[src/rtl/sqrt2_unit_arbiter.sv]
// Round-robin arbiter that shares one (a+b)/sqrt2, (a-b)/sqrt2 butterfly unit
// between the W8^1 (port 0) and W8^3 (port 1) twiddle paths of an 8-point FFT.
module sqrt2_unit_arbiter #(
  parameter int N   = 3,
  parameter int LAT = 3
) (
  input  logic                clk,
  input  logic                rst,
  input  logic                req0_valid,
  output logic                req0_ready,
  input  logic [(2**N)-1:0]   req0_a,
  input  logic [(2**N)-1:0]   req0_b,
  input  logic                req1_valid,
  output logic                req1_ready,
  input  logic [(2**N)-1:0]   req1_a,
  input  logic [(2**N)-1:0]   req1_b,
  output logic [(2**N)-1:0]   dp_in_1,
  output logic [(2**N)-1:0]   dp_in_2,
  input  logic [(2**N)-1:0]   dp_add,
  input  logic [(2**N)-1:0]   dp_sub,
  output logic                rsp0_valid,
  output logic                rsp1_valid,
  output logic [(2**N)-1:0]   rsp_add,
  output logic [(2**N)-1:0]   rsp_sub,
  output logic [3:0]          inflight
);

  logic            last_grant;
  logic            gnt_vld;
  logic            gnt_id;
  logic [LAT-1:0]  tag_vld_p;
  logic [LAT-1:0]  tag_id_p;
  logic            out_vld;
  logic            out_id;
  logic [3:0]      inflight_q;

  // Issue stage: grant, handshake and operand steering all happen this cycle
  always_comb begin
    gnt_vld = 1'b0;
    gnt_id  = 1'b0;
    if (!rst) begin
      if (req0_valid && req1_valid) begin
        gnt_vld = 1'b1;
        gnt_id  = ~last_grant;
      end else if (req0_valid) begin
        gnt_vld = 1'b1;
        gnt_id  = 1'b0;
      end else if (req1_valid) begin
        gnt_vld = 1'b1;
        gnt_id  = 1'b1;
      end
    end
  end

  assign req0_ready = gnt_vld && !gnt_id;
  assign req1_ready = gnt_vld && gnt_id;

  always_comb begin
    dp_in_1 = '0;
    dp_in_2 = '0;
    if (gnt_vld) begin
      dp_in_1 = gnt_id ? req1_a : req0_a;
      dp_in_2 = gnt_id ? req1_b : req0_b;
    end
  end

  // A grant is always a handshake, since ready is only raised toward a valid port
  always_ff @(posedge clk) begin
    if (rst) begin
      last_grant <= 1'b1;
    end else if (gnt_vld) begin
      last_grant <= gnt_id;
    end
  end

  // Tag pipeline: stage i holds the issue from i+1 cycles ago, matching the unit latency
  always_ff @(posedge clk) begin
    if (rst) begin
      tag_vld_p <= '0;
    end else begin
      for (int i = LAT - 1; i > 0; i--) begin
        tag_vld_p[i] <= tag_vld_p[i-1];
      end
      tag_vld_p[0] <= gnt_vld;
    end
  end

  always_ff @(posedge clk) begin
    for (int i = LAT - 1; i > 0; i--) begin
      tag_id_p[i] <= tag_id_p[i-1];
    end
    tag_id_p[0] <= gnt_id;
  end

  // Response stage: the oldest tag names the owner of the current unit output
  assign out_vld    = tag_vld_p[LAT-1];
  assign out_id     = tag_id_p[LAT-1];
  assign rsp0_valid = out_vld && !out_id;
  assign rsp1_valid = out_vld && out_id;
  assign rsp_add    = out_vld ? dp_add : '0;
  assign rsp_sub    = out_vld ? dp_sub : '0;

  always_ff @(posedge clk) begin
    if (rst) begin
      inflight_q <= 4'd0;
    end else begin
      case ({gnt_vld, out_vld})
        2'b10:   inflight_q <= inflight_q + 4'd1;
        2'b01:   inflight_q <= inflight_q - 4'd1;
        default: inflight_q <= inflight_q;
      endcase
    end
  end

  assign inflight = inflight_q;

endmodule

[config.mk]
export PLATFORM = sky130hd
export DESIGN_NAME = sqrt2_unit_arbiter
export DESIGN_NICKNAME = d
export VERILOG_FILES = /design/src/rtl/sqrt2_unit_arbiter.sv
export SDC_FILE = /design/constraint.sdc
export NUM_CORES = 1
export LEC_CHECK = 0
export ABC_AREA = 1
export ABC_CLOCK_PERIOD_IN_PS = 2580
export BUFFER_PORTS_ARGS = -buffer_cell sky130_fd_sc_hd__buf_4
export CAP_MARGIN = 5
export CORE_ASPECT_RATIO = 1.25
export CORE_MARGIN = 10
export CORE_UTILIZATION = 36
export DETAILED_ROUTE_END_ITERATION = 10
export MAX_ROUTING_LAYER = met4
export PLACE_DENSITY = 0.93
export SLEW_MARGIN = 30
export SYNTH_ARGS = -nofsm -noshare
export SYNTH_HDL_FRONTEND = slang
export SYNTH_SLANG_ARGS = --single-unit
[constraint.sdc]
create_clock -name clk -period 2.58 [get_ports clk]
set_input_delay 0 -clock clk [delete_from_list [all_inputs] [get_ports clk]]
set_output_delay 0 -clock clk [all_outputs]
set_load 0.01 [all_outputs]
Yosys cells after proc, flatten, opt, wreduce, memory -nomap -nowiden --
Cells that the tools add are included.
Storage, ports and cells: register bits after elaboration 11, memories kept 0, logic and storage cells 31, output and inout bits 40, input bits 52, bits in writable memories 0, bits in latches 0, bits in read-only memories 0
Operators by class: equal/unequal tests 2, add/subtract/negate cells 2, muxes and demuxes 14, div/mod/pow operators 0, reduce and logical (&&, ||, !) cells 8, multiply operators 0, shift operators 0, magnitude comparators 0, bitwise operators 1
Operator list (count):
- $mux 8 | 6
- $pmux 4 s2 | 1
- $mux 1 | 7
- $logic_and 1x1->1 | 5
- $add 4x1->4 const B | 1
- $sub 4x1->4 const B | 1
- $eq 2x1->1 const B | 1
- $eq 2x2->1 const B | 1
- $logic_not 1->1 | 2
- $reduce_bool 2->1 | 1
- $not 1->1 | 1

Logic depth before layout (Yosys ltp) --
depth in word-level cells 6, mapped depth 12, depth with buffers taken out 11

Worst setup path before layout --
No wires, ideal clock.
kind register to register, start register tag_vld_p[2], end register inflight_q[2], in the netlist inflight[2], slack 1.235 ns, clock period less this slack 1.345 ns, data required time 2.465 ns, library setup time 0.115 ns, cell stages (with the launch flop) 10, path buffers 0, arrival time 1.230 ns, cells stage by stage dfxtp_1 > ha_1 > nand2_1 > inv_1 > nor2_1 > ha_1 > a21oi_1 > xnor2_1 > o21ai_0 > inv_1
On the way: longest elaborated chain between the ends 2, elaborated cells between the ends (all ways) 4, classes of those cells eq/ne (2); mux (1); reduce/logical (1)
Ends and longest elaborated chain:
- start: declaration | RTL line 31 | logic [LAT-1:0] tag_vld_p;
- start signal: indexed assignment | RTL line 82 | tag_vld_p[i] <= tag_vld_p[i-1];
- $eq 2x1->1 / $eq 2x2->1 (equally long branches) | RTL line 107 | case ({gnt_vld, out_vld})
- $pmux 4 s2 / $reduce_bool 2->1 (equally long branches)
- end signal: assignment | RTL line 108 | 2'b10: inflight_q <= inflight_q + 4'd1;
- end signal: assignment | RTL line 109 | 2'b01: inflight_q <= inflight_q - 4'd1;
- end signal: assignment | RTL line 110 | default: inflight_q <= inflight_q;
- end: declaration | RTL line 35 | logic [3:0] inflight_q;
Parallel ways exist; a longest one is shown, timed or not. A chain may end at the register's enable or synchronous reset.

Final worst setup path --
start input port req1_valid, end register inflight_q[2], in the netlist inflight[2]
On the way: longest elaborated chain between the ends 6, elaborated cells between the ends (all ways) 9, classes of those cells eq/ne (2); mux (5); reduce/logical (2)
Ends and longest elaborated chain:
- start: declaration | RTL line 13 | input logic req1_valid,
- $mux 1 | RTL line 48 | end else if (req1_valid) begin
- $mux 1 | RTL line 45 | end else if (req0_valid) begin
- $mux 1 * | RTL line 42 | if (req0_valid && req1_valid) begin
- $mux 1 * | RTL line 41 | if (!rst) begin
- $eq 2x1->1 / $eq 2x2->1 (equally long branches) | RTL line 107
- $pmux 4 s2 / $reduce_bool 2->1 (equally long branches)
Every way passes the cells marked *; elsewhere a longest branch is shown, timed or not.

==> results.sh <==
export IMPL_multiInputGateArea_um2=451.7
export IMPL_synth_top_area_cell="dfxtp_1"
export IMPL_htree_num_levels=1
export IMPL_grt_overflow_total=0
export IMPL_ant_nets=0
export IMPL_yosysMostFrequentCell="inv_1"
export IMPL_core_area_um2=2211
export IMPL_arrival_ns=1.95
export IMPL_postLayoutCoreUtil_pct=70.74
export IMPL_p_total_uw=543.0
export IMPL_slew_violations=0
export IMPL_antenna_cells=0
export IMPL_grt_max_degree=20
export IMPL_cts_sinks=11
export IMPL_ys_ff_latch=11
export IMPL_fin_crit_sh_pct=68.60
export IMPL_crit_type="in -> reg"
export IMPL_syn_area_per_cell_um2=6.923
export IMPL_cts_repair_resized=0
export IMPL_nFillCells=193
export IMPL_synth_commonest_cells="inv_1 (26), nand2_1 (24), nor2_1 (15)"
export IMPL_power_density_nw_per_um2=347.2
export IMPL_area_delta_synth_final_pct=88.25
export IMPL_cts_tree="yes"
export IMPL_synth_edff_count=0
export IMPL_cp_start_kind="input port"
export IMPL_swShare_pct=31.58
export IMPL_ys_types=21
export IMPL_power_share_clock_pct=22.8
export IMPL_synth_top_area_share_pct=26.51
export IMPL_setup_viol=0
export IMPL_leakagePower_nw=0.9838
export IMPL_vias=1140
export IMPL_post_cts_setup_buffers=0
export IMPL_hold_class="in -> reg"
export IMPL_clock_path_buffers=2
export IMPL_peakVddDrop_mv=0.2689
export IMPL_seqCellArea_um2=220.2
export IMPL_fin_skew_ns=0.002906
export IMPL_clk_pin_slew_ns=0.07
export IMPL_yosys_warnings=0
export IMPL_async_reset_ff_share_pct=0
export IMPL_initial_core_util_pct=37.58
export IMPL_syn_num_nets=175
export IMPL_hpwlAfterDp_um=2996
export IMPL_grt_pass1_vias=1144
export IMPL_fmax_mhz=565.0
export IMPL_dieArea_um2=4641
export IMPL_cap_violations=0
export IMPL_grt_use_total_pct=14.79
export IMPL_reg2reg_slack_ns=1.12
export IMPL_hold_buffers=2
export IMPL_gp_congestion=0.8599
export IMPL_status="finished, final reports clean"
export IMPL_finalSetupTns_ns=0
export IMPL_first_iter_violations=59
export IMPL_numCtsBuffers=3
export IMPL_nets=269
export IMPL_chipWidth_um=62.97
export IMPL_tightest_slew_ns=0.4144
export IMPL_synth_area_leaders="dfxtp_1 (27%), inv_1 (12%), nand2_1 (11%), a22o_1 (9.5%), nor2_1 (6.8%)"
export IMPL_ys_seq_area_share_pct=26.51
export IMPL_end_kind="flop"
export IMPL_intPower_uw=371.5
export IMPL_rsz0062_at_grt="false"
export IMPL_finalHoldViolations=0
export IMPL_viasPerCell=4.672
export IMPL_grt_pass1_wl_um=5306
export IMPL_avgRoutedWirePerCell_um=14.03
export IMPL_port_buffers=91
export IMPL_cts_root_buf="clkbuf_4"
export IMPL_fp_row_count=19
export IMPL_antenna_found_initial=0
export IMPL_netlist_area_um2=830.8
export IMPL_die_h_um=73.71
export IMPL_min_period_ns=1.770
export IMPL_synthCells=120
export IMPL_num_io_pins=92
export IMPL_required_ns=2.76
export IMPL_drt_total_wl_um=3423
export IMPL_crit_fanout=4
export IMPL_layout_drive_gt1_share_pct=51.17
export IMPL_comb_power_share_pct=41.4
export IMPL_route_detailed_drc=0
export IMPL_power_switching_uw=171.5
export IMPL_first_pass_iters=4
export IMPL_p_seq_share_pct=35.9
export IMPL_clkLatencyLatePin_ns=0.28
export IMPL_synth_main_ff_cell="dfxtp_1"
export IMPL_max_slew_margin_rel_pct=72.31
==> worst paths after layout <==
path	start	cells past startpoint	end
setup reg to reg	tag_vld_p[2]$_SDFF_PP0_	9	inflight[2]$_SDFFE_PP0P_
setup / recovery	req1_valid	12	inflight[2]$_SDFFE_PP0P_
hold / removal	req0_valid	3	tag_vld_p[0]$_SDFF_PP0_
hold reg to reg	tag_id_p[1]$_DFF_P_	0	tag_id_p[2]$_DFF_P_
==> registers in the layout, indices dropped and copies added (netlist names) <==
signal,count
inflight,4
tag_vld_p,3
last_grant,1
tag_id_p,3
==> power by group through the flow <==
stage,combinational [mW],sequential (mW),clock [mW]
after detailed placement,0.224,0.199,0
final,0.225,0.195,0.124
after CTS,0.228,0.195,0.125
after global routing,0.247,0.197,0.134
after global placement,0.220,0.198,0
after floorplan,0.0983,0.200,0
==> layout make-up <==
cell class / count / area share [%]
repair buffers: 94 / 45.44
inverters: 29 / 7.440
well taps: 31 / 2.480
multi-input cells: 75 / 28.88
flip-flops and latches: 11 / 14.08
clock buffers: 4 / 1.680
==> per-layer routing <==
metal	vias up	GRT usage, %	part of all wire (%)
li1	558	-	-
met1	484	15.69	43
met2	93	21.81	39
met3	5	9.119	16
met4	0	5.970	1.4
met5	-	-	0
==> metrics by stage <==
step / instance area [µm²] / cells / setup WS [ns] / hold WS [ns]
after global routing: 1564 / 244 / 0.6776 / 0.008707
after detailed placement: 1518 / 238 / 1.094 / 0.2539
final: 1564 / 244 / 0.8100 / 0.01021
after global placement: 1518 / 238 / 1.182 / 0.2510
after CTS: 1564 / 244 / 0.8190 / 0.006718
after floorplan: 830.8 / 120 / 1.235 / 0.08909
==> critical path: stages <==
cell and delay [ns]:
dlygate4sd3_1 0.54, buf_4 0.16, o21ai_4 0.19, ha_1 0.25, nand2_1 0.07, inv_1 0.07, nor2_1 0.05, ha_1 0.17
a21oi_1 0.17, xnor2_1 0.09, o21ai_0 0.14, inv_1 0.05
==> logic make-up after synthesis <==
| family | share of synthesized area (%) |
|---|---|
| adder cells (fa/ha/maj) | 4.519 |
| flip-flops | 26.51 |
| XOR/XNOR | 3.163 |
| AO/OA/AOI/OAI | 24.40 |
| buffers and inverters | 19.13 |
| AND/OR/NAND/NOR | 22.29 |
==> cell usage in the layout (no fill, tap or decap) <==
master	synthesis	routed
nand2_4	1	1
o21ai_2	2	2
nor2_4	1	1
xor2_1	2	2
inv_4	3	3
nand2_2	1	1
buf_4	0	92
dfxtp_1	11	11
xnor2_1	1	1
inv_1	26	26
a22o_1	9	9
clkbuf_1	1	1
dlygate4sd3_1	0	2
a22o_2	5	5
o21ai_4	1	1
ha_1	3	3
nand3_1	2	2
o21ai_0	5	5
a21oi_1	3	3
clkbuf_4	0	3
nand2_1	24	24
nor2_1	15	15
No activity file was read; power rests on OpenSTA's default activity.
